`src/rtl/kgp_isa_pkg.sv`:
```
// KGP_RISC ISA constants, field positions and the decoder control word.
// Shared by the decoder, the ID stage and anything that needs opcodes.
package kgp_isa_pkg;

    localparam int unsigned PC_W     = 8;
    localparam int unsigned LINK_REG = 31;

    localparam logic [5:0] OP_ALU  = 6'h00;
    localparam logic [5:0] OP_ADDI = 6'h01;
    localparam logic [5:0] OP_LD   = 6'h02;
    localparam logic [5:0] OP_ST   = 6'h03;
    localparam logic [5:0] OP_BR   = 6'h04;
    localparam logic [5:0] OP_BZ   = 6'h05;
    localparam logic [5:0] OP_BNZ  = 6'h06;
    localparam logic [5:0] OP_CALL = 6'h07;
    localparam logic [5:0] OP_RET  = 6'h08;

    localparam int OPC_HI = 31;
    localparam int OPC_LO = 26;
    localparam int RS_HI  = 25;
    localparam int RS_LO  = 21;
    localparam int RT_HI  = 20;
    localparam int RT_LO  = 16;
    localparam int RD_HI  = 15;
    localparam int RD_LO  = 11;
    localparam int IMM_HI = 15;

    typedef enum logic [1:0] {
        DST_NONE,
        DST_RD,
        DST_RT,
        DST_LINK
    } dest_sel_e;

    typedef enum logic [2:0] {
        BK_NONE,
        BK_BR,
        BK_BZ,
        BK_BNZ,
        BK_CALL,
        BK_RET
    } br_kind_e;

    typedef struct packed {
        logic      legal;
        logic      wr_en;
        logic      mem_rd;
        logic      mem_wr;
        logic      uses_rs;
        logic      uses_rt;
        dest_sel_e dest_sel;
        br_kind_e  br_kind;
    } ctrl_t;

endpackage

```
`src/rtl/kgp_decoder.sv`:
```
// Combinational opcode -> control word decoder.
// Ports: op (opcode in), ctrl (control word out; legal=0 for undefined).
module kgp_decoder
    import kgp_isa_pkg::*;
(
    input  logic [5:0] op,
    output ctrl_t      ctrl
);

    always_comb begin
        ctrl       = '0;
        ctrl.legal = 1'b1;
        unique case (op)
            OP_ALU: begin
                ctrl.wr_en    = 1'b1;
                ctrl.uses_rs  = 1'b1;
                ctrl.uses_rt  = 1'b1;
                ctrl.dest_sel = DST_RD;
            end
            OP_ADDI: begin
                ctrl.wr_en    = 1'b1;
                ctrl.uses_rs  = 1'b1;
                ctrl.dest_sel = DST_RT;
            end
            OP_LD: begin
                ctrl.wr_en    = 1'b1;
                ctrl.mem_rd   = 1'b1;
                ctrl.uses_rs  = 1'b1;
                ctrl.dest_sel = DST_RT;
            end
            OP_ST: begin
                ctrl.mem_wr  = 1'b1;
                ctrl.uses_rs = 1'b1;
                ctrl.uses_rt = 1'b1;
            end
            OP_BR:  ctrl.br_kind = BK_BR;
            OP_BZ: begin
                ctrl.uses_rs = 1'b1;
                ctrl.br_kind = BK_BZ;
            end
            OP_BNZ: begin
                ctrl.uses_rs = 1'b1;
                ctrl.br_kind = BK_BNZ;
            end
            OP_CALL: begin
                ctrl.wr_en    = 1'b1;
                ctrl.dest_sel = DST_LINK;
                ctrl.br_kind  = BK_CALL;
            end
            OP_RET: begin
                ctrl.uses_rs = 1'b1;
                ctrl.br_kind = BK_RET;
            end
            default: ctrl.legal = 1'b0;
        endcase
    end

endmodule

```
`src/rtl/id_redirect_stage.sv`:
```
// KGP_RISC decode stage: ID/EX register, branch/CALL/RET redirect,
// load-use and branch-dependency stall, one-slot squash after a redirect.
// Ports: clock1/rst (sync active-low); IF/ID in (instruction, NPC,
// if_valid); rs_data/rs_addr/rt_addr to the regfile; select/EN/stall to
// fetch; id_* ID/EX register outputs; illegal sticky undefined-opcode flag.
module id_redirect_stage
    import kgp_isa_pkg::*;
#(
    parameter int unsigned P_PC_W     = PC_W,
    parameter int unsigned P_LINK_REG = LINK_REG
) (
    input  logic              clock1,
    input  logic              rst,
    input  logic [31:0]       instruction,
    input  logic [P_PC_W-1:0] NPC,
    input  logic              if_valid,
    input  logic [31:0]       rs_data,
    output logic [4:0]        rs_addr,
    output logic [4:0]        rt_addr,
    output logic              select,
    output logic [P_PC_W-1:0] EN,
    output logic              stall,
    output logic              id_valid,
    output logic [5:0]        id_opcode,
    output logic [4:0]        id_rs,
    output logic [4:0]        id_rt,
    output logic [4:0]        id_dest,
    output logic [31:0]       id_imm,
    output logic [P_PC_W-1:0] id_npc,
    output logic              id_wr_en,
    output logic              id_mem_rd,
    output logic              id_mem_wr,
    output logic              illegal
);

    logic [5:0]        opcode;
    logic [4:0]        rs;
    logic [4:0]        rt;
    logic [4:0]        rd;
    logic [4:0]        dest;
    logic [P_PC_W-1:0] target;
    ctrl_t             c;
    logic              squash_q;
    logic              cur;
    logic              dep_rs;
    logic              dep_rt;
    logic              hazard;
    logic              taken;
    logic              rs_zero;

    assign opcode  = instruction[OPC_HI:OPC_LO];
    assign rs      = instruction[RS_HI:RS_LO];
    assign rt      = instruction[RT_HI:RT_LO];
    assign rd      = instruction[RD_HI:RD_LO];
    assign rs_addr = rs;
    assign rt_addr = rt;
    assign rs_zero = ~|rs_data;

    kgp_decoder u_dec (
        .op  (opcode),
        .ctrl(c)
    );

    always_comb begin
        dest = '0;
        unique case (c.dest_sel)
            DST_RD:   dest = rd;
            DST_RT:   dest = rt;
            DST_LINK: dest = 5'(P_LINK_REG);
            default:  dest = '0;
        endcase
    end

    always_comb begin
        taken = 1'b0;
        unique case (c.br_kind)
            BK_BR, BK_CALL, BK_RET: taken = 1'b1;
            BK_BZ:                  taken = rs_zero;
            BK_BNZ:                 taken = ~rs_zero;
            default:                taken = 1'b0;
        endcase
    end

    assign target = (c.br_kind == BK_RET) ? rs_data[P_PC_W-1:0]
                                          : instruction[P_PC_W-1:0];

    assign cur    = if_valid & ~squash_q;
    assign dep_rs = c.uses_rs & (id_dest == rs);
    assign dep_rt = c.uses_rt & (id_dest == rt);

    // Only branches consuming rs in ID and load-use need a stall;
    // ALU results are forwarded downstream.
    always_comb begin
        hazard = 1'b0;
        if (cur && id_valid && id_wr_en && (id_dest != 5'd0)) begin
            if ((c.br_kind == BK_BZ || c.br_kind == BK_BNZ ||
                 c.br_kind == BK_RET) && dep_rs)
                hazard = 1'b1;
            if (id_mem_rd && (dep_rs || dep_rt))
                hazard = 1'b1;
        end
    end

    assign stall  = rst & hazard;
    assign select = rst & cur & ~hazard & taken;
    assign EN     = select ? target : '0;

    always_ff @(posedge clock1) begin
        if (!rst) begin
            squash_q  <= 1'b0;
            illegal   <= 1'b0;
            id_valid  <= 1'b0;
            id_opcode <= '0;
            id_rs     <= '0;
            id_rt     <= '0;
            id_dest   <= '0;
            id_imm    <= '0;
            id_npc    <= '0;
            id_wr_en  <= 1'b0;
            id_mem_rd <= 1'b0;
            id_mem_wr <= 1'b0;
        end else if (squash_q || hazard) begin
            squash_q  <= 1'b0;
            id_valid  <= 1'b0;
            id_opcode <= '0;
            id_rs     <= '0;
            id_rt     <= '0;
            id_dest   <= '0;
            id_imm    <= '0;
            id_npc    <= '0;
            id_wr_en  <= 1'b0;
            id_mem_rd <= 1'b0;
            id_mem_wr <= 1'b0;
        end else begin
            squash_q  <= select;
            illegal   <= illegal | (cur & ~c.legal);
            id_valid  <= cur;
            id_opcode <= opcode;
            id_rs     <= rs;
            id_rt     <= rt;
            id_dest   <= dest;
            id_imm    <= {{16{instruction[IMM_HI]}}, instruction[IMM_HI:0]};
            id_npc    <= NPC;
            id_wr_en  <= c.wr_en;
            id_mem_rd <= c.mem_rd;
            id_mem_wr <= c.mem_wr;
        end
    end

endmodule

```
`config.mk`:
```
export PLATFORM = sky130hd
export DESIGN_NAME = id_redirect_stage
export DESIGN_NICKNAME = d
export VERILOG_FILES = /design/src/rtl/kgp_isa_pkg.sv /design/src/rtl/kgp_decoder.sv /design/src/rtl/id_redirect_stage.sv
export SDC_FILE = /design/constraint.sdc
export NUM_CORES = 1
export LEC_CHECK = 0
export CORE_UTILIZATION = 32
export CTS_CLUSTER_SIZE = 14
export DETAILED_ROUTE_END_ITERATION = 8
export MAX_ROUTING_LAYER = met4
export PLACE_DENSITY = 0.77
export SETUP_SLACK_MARGIN = 0.2
export SYNTH_ARGS = -nofsm -noshare
export SYNTH_HDL_FRONTEND = slang
export SYNTH_SLANG_ARGS = --single-unit
```
`constraint.sdc`:
```
create_clock -name clock1 -period 1.9 [get_ports clock1]
set_input_delay 0.19 -clock clock1 [delete_from_list [all_inputs] [get_ports clock1]]
set_output_delay 0.19 -clock clock1 [all_outputs]
set_load 0.005 [all_outputs]
```
==> flow_summary.ini <==
[placement]
dp_hpwl_um = 6180
dp.cells = 550
gp_congestion = 0.844
portBuffers = 160

[synthesis]
synth.distinct_cells = 34
synth_async_sr_flop_share = 0
postSynthRegisterBits = 51
synth_largest_type_area_fraction = 0.437
synth_top_area_cell = dfxtp_1
syn_inst = 287
synth_most_common_cell = nand2_1
ys_seq_area_frac = 0.437
synthTopCellsByArea = dfxtp_1, buf_4, nand2_1
syn_area_sq_mm = 0.00234
postSynthAreaPerCell_sq_um = 8.15
synth_common_cells = nand2_1, dfxtp_1, nor2_1, buf_4, nor4_1
yosys_warnings = 0
yosys_most_used_dff = dfxtp_1
synth_edf_count = 0
syn_nets = 362

[status]
failed_checks = setup timing
status = finished with violations

[setup_path]
cp-end-kind = output pin
cp.arrival_ns = 2.24
worstPathRequired_ns = 1.71
reg2reg_from = id_dest[0]$_SDFF_PP0_
path_class = register to output pin
startpoint = id_dest[0]$_SDFF_PP0_
critPathLaunchType = register
critPathMaxFanout = 5

[pwr]
irDropWorstVdd_uv = 277
p_leak_nw = 2.01
power-per-cell-area_mw_per_mm2 = 491

[floorplan]
io_pins = 161
rows = 30
dieArea_sq_mm = 0.00765
design.core.area_sq_mm = 0.00694
fp.dieH_um = 87.5
start_util = 0.337
die_w_um = 87.5

[sta]
relSlewSlack = 0.770
skew_ns = 0.00514
finalCritPeriodShare = 1.28
hold_violations = 0
worst_pin_slew_ns = 0.343
worst_slack_ns = -0.534
rsz0062_at_grt = true
drv_slew = 0
fmax_mhz = 411
finalSetupViolCount = 58
fin_crit_ns = 2.43

[global_routing]
grt_pass1_vias = 2580
gr-total-overflow = 0
antenna_found_initial = 0
grt.total_usage = 0.233
grt_start_max_net_pins = 28
grt_pass1_wl_um = 13100

[clock_tree]
root_buffer = clkbuf_8
clockBufferDepth = 2
h-tree-depth = 2
cts_hold_buf = 0
cts_tree = done
cts.clk_slew.worst_paths_ns = 0.09
clock_latency_ns = 0.31
cts-buffers-inserted = 5
cts.sinks = 51

[route]
detail-route-antenna-nets = 0
drt_pre_antenna_iters = 4
dr.first_iter.drc_count = 167
drt-total-wl_um = 9170
detail_route.vias_per_cell = 4.74
vias = 2759
detail_route.wl_per_cell_um = 15.7
drcViolationCount = 0

[final_layout]
fin_util = 0.690
nFillCells = 502
fin_cells = 582
drive_above_1_share = 0.245
nNetsFinal = 559
syn2layout_area_growth_pct = 105

[run]
cap_violations = 0

[min_path]
hp-class = input pin to register
hp-start = instruction[29]
[placed cells by master, fill, tap and decap left out, types with 2 or more instances in the layout]
cell type / count
nand4_1: 4
clkdlybuf4s50_1: 145
buf_4: 48
mux2i_1: 5
nor3_1: 2
a22o_1: 9
dfxtp_1: 48
nor4_2: 12
dlygate4sd2_1: 5
nor2_1: 46
nor4_1: 9
nand2_1: 53
dfxtp_2: 2
and2_1: 3
o22ai_1: 5
xnor2_1: 4
buf_6: 12
o21ai_0: 2
xor2_1: 6
a21oi_1: 6
buf_12: 6
nor2b_1: 4
buf_16: 7
buf_2: 10
nor2_2: 2
clkbuf_8: 5
[per-stage QoR]
step	cell area (sq um)	setup TNS (ns)	power, mW	setup slack (ns)	hold slack, ns
after floorplan	2420	0	1.35	0.141	0.304
after global placement	4260	-32.11	1.72	-0.891	0.454
final	4790	-19.55	2.35	-0.534	0.314
after detailed placement	4260	-33.70	1.73	-0.912	0.457
after global routing	4790	-25.40	2.45	-0.642	0.319
after CTS	4720	-18.36	2.35	-0.529	0.302
[final timing paths]
kind,end,slack (ns),cells after the start
worst max-delay path,EN[6],-0.53,10
worst min-delay path,id_opcode[3]$_SDFF_PP0_,0.31,3
worst max register to register,id_imm[9]$_SDFF_PP0_,-0.45,13
worst min register to register,illegal$_SDFFE_PN0N_,0.48,1
[cell type report]
class,count,area (sq um),area share
sequential,51,1030,0.214
antenna,1,2.50,0.000522
clock buffer,6,72.6,0.0151
timing repair buffer,234,2370,0.494
clock inverter,2,12.5,0.00261
inverter,1,3.75,0.000783
tap,96,120,0.0251
multi-input combinational,191,1190,0.247
[what timing repair did]
action                                  in CTS  in global routing
hold endpoints to repair                     0                  0
cloned                                       6                  0
endpoints found under the setup margin      75                 58
resized for setup                           78                 12
buffers inserted                            14                  3
pin swaps                                   14                  4
[critical path: stages, from the launching register on]
cell and delay (ns):
dfxtp_4 0.37, buf_6 0.12, xor2_2 0.14, nor4_2 0.25
nand4_1 0.20, a211oi_4 0.34, buf_6 0.17, buf_16 0.11
buf_6 0.09, nor4_2 0.03, buf_2 0.13
[cells by family after synthesis]
family,synth area share
AND/OR/NAND/NOR,0.289
flip-flops,0.437
buffers and inverters,0.123
AO/OA/AOI/OAI,0.0840
XOR/XNOR,0.0412
multiplexers,0.0262
[flip-flops by register name, summed over array words and instances, names as in the netlist]
signal,cells
id_imm,16
id_npc,8
id_opcode,6
id_dest,5
id_rs,5
id_rt,5
id_mem_rd,1
id_mem_wr,1
id_valid,1
id_wr_en,1
illegal,1
squash_q,1
[report_power, final]
part	internal [mW]	switching [mW]	total [mW]
combinational	0.372	0.214	0.585
clock	0.258	0.370	0.629
sequential	1.12	0.0205	1.14
total	1.75	0.604	2.35
[metal layers]
metal / part of all wire / wire length (um) / global-route usage / vias up
met4: 0.031 / 283 / 0.0954 / 0
met3: 0.058 / 536 / 0.0502 / 20
met2: 0.52 / 4730 / 0.391 / 108
met1: 0.39 / 3620 / 0.269 / 1296
met5: 0 / 0 / - / -
li1: - / - / - / 1335
Power figures use the tool's default switching activity.
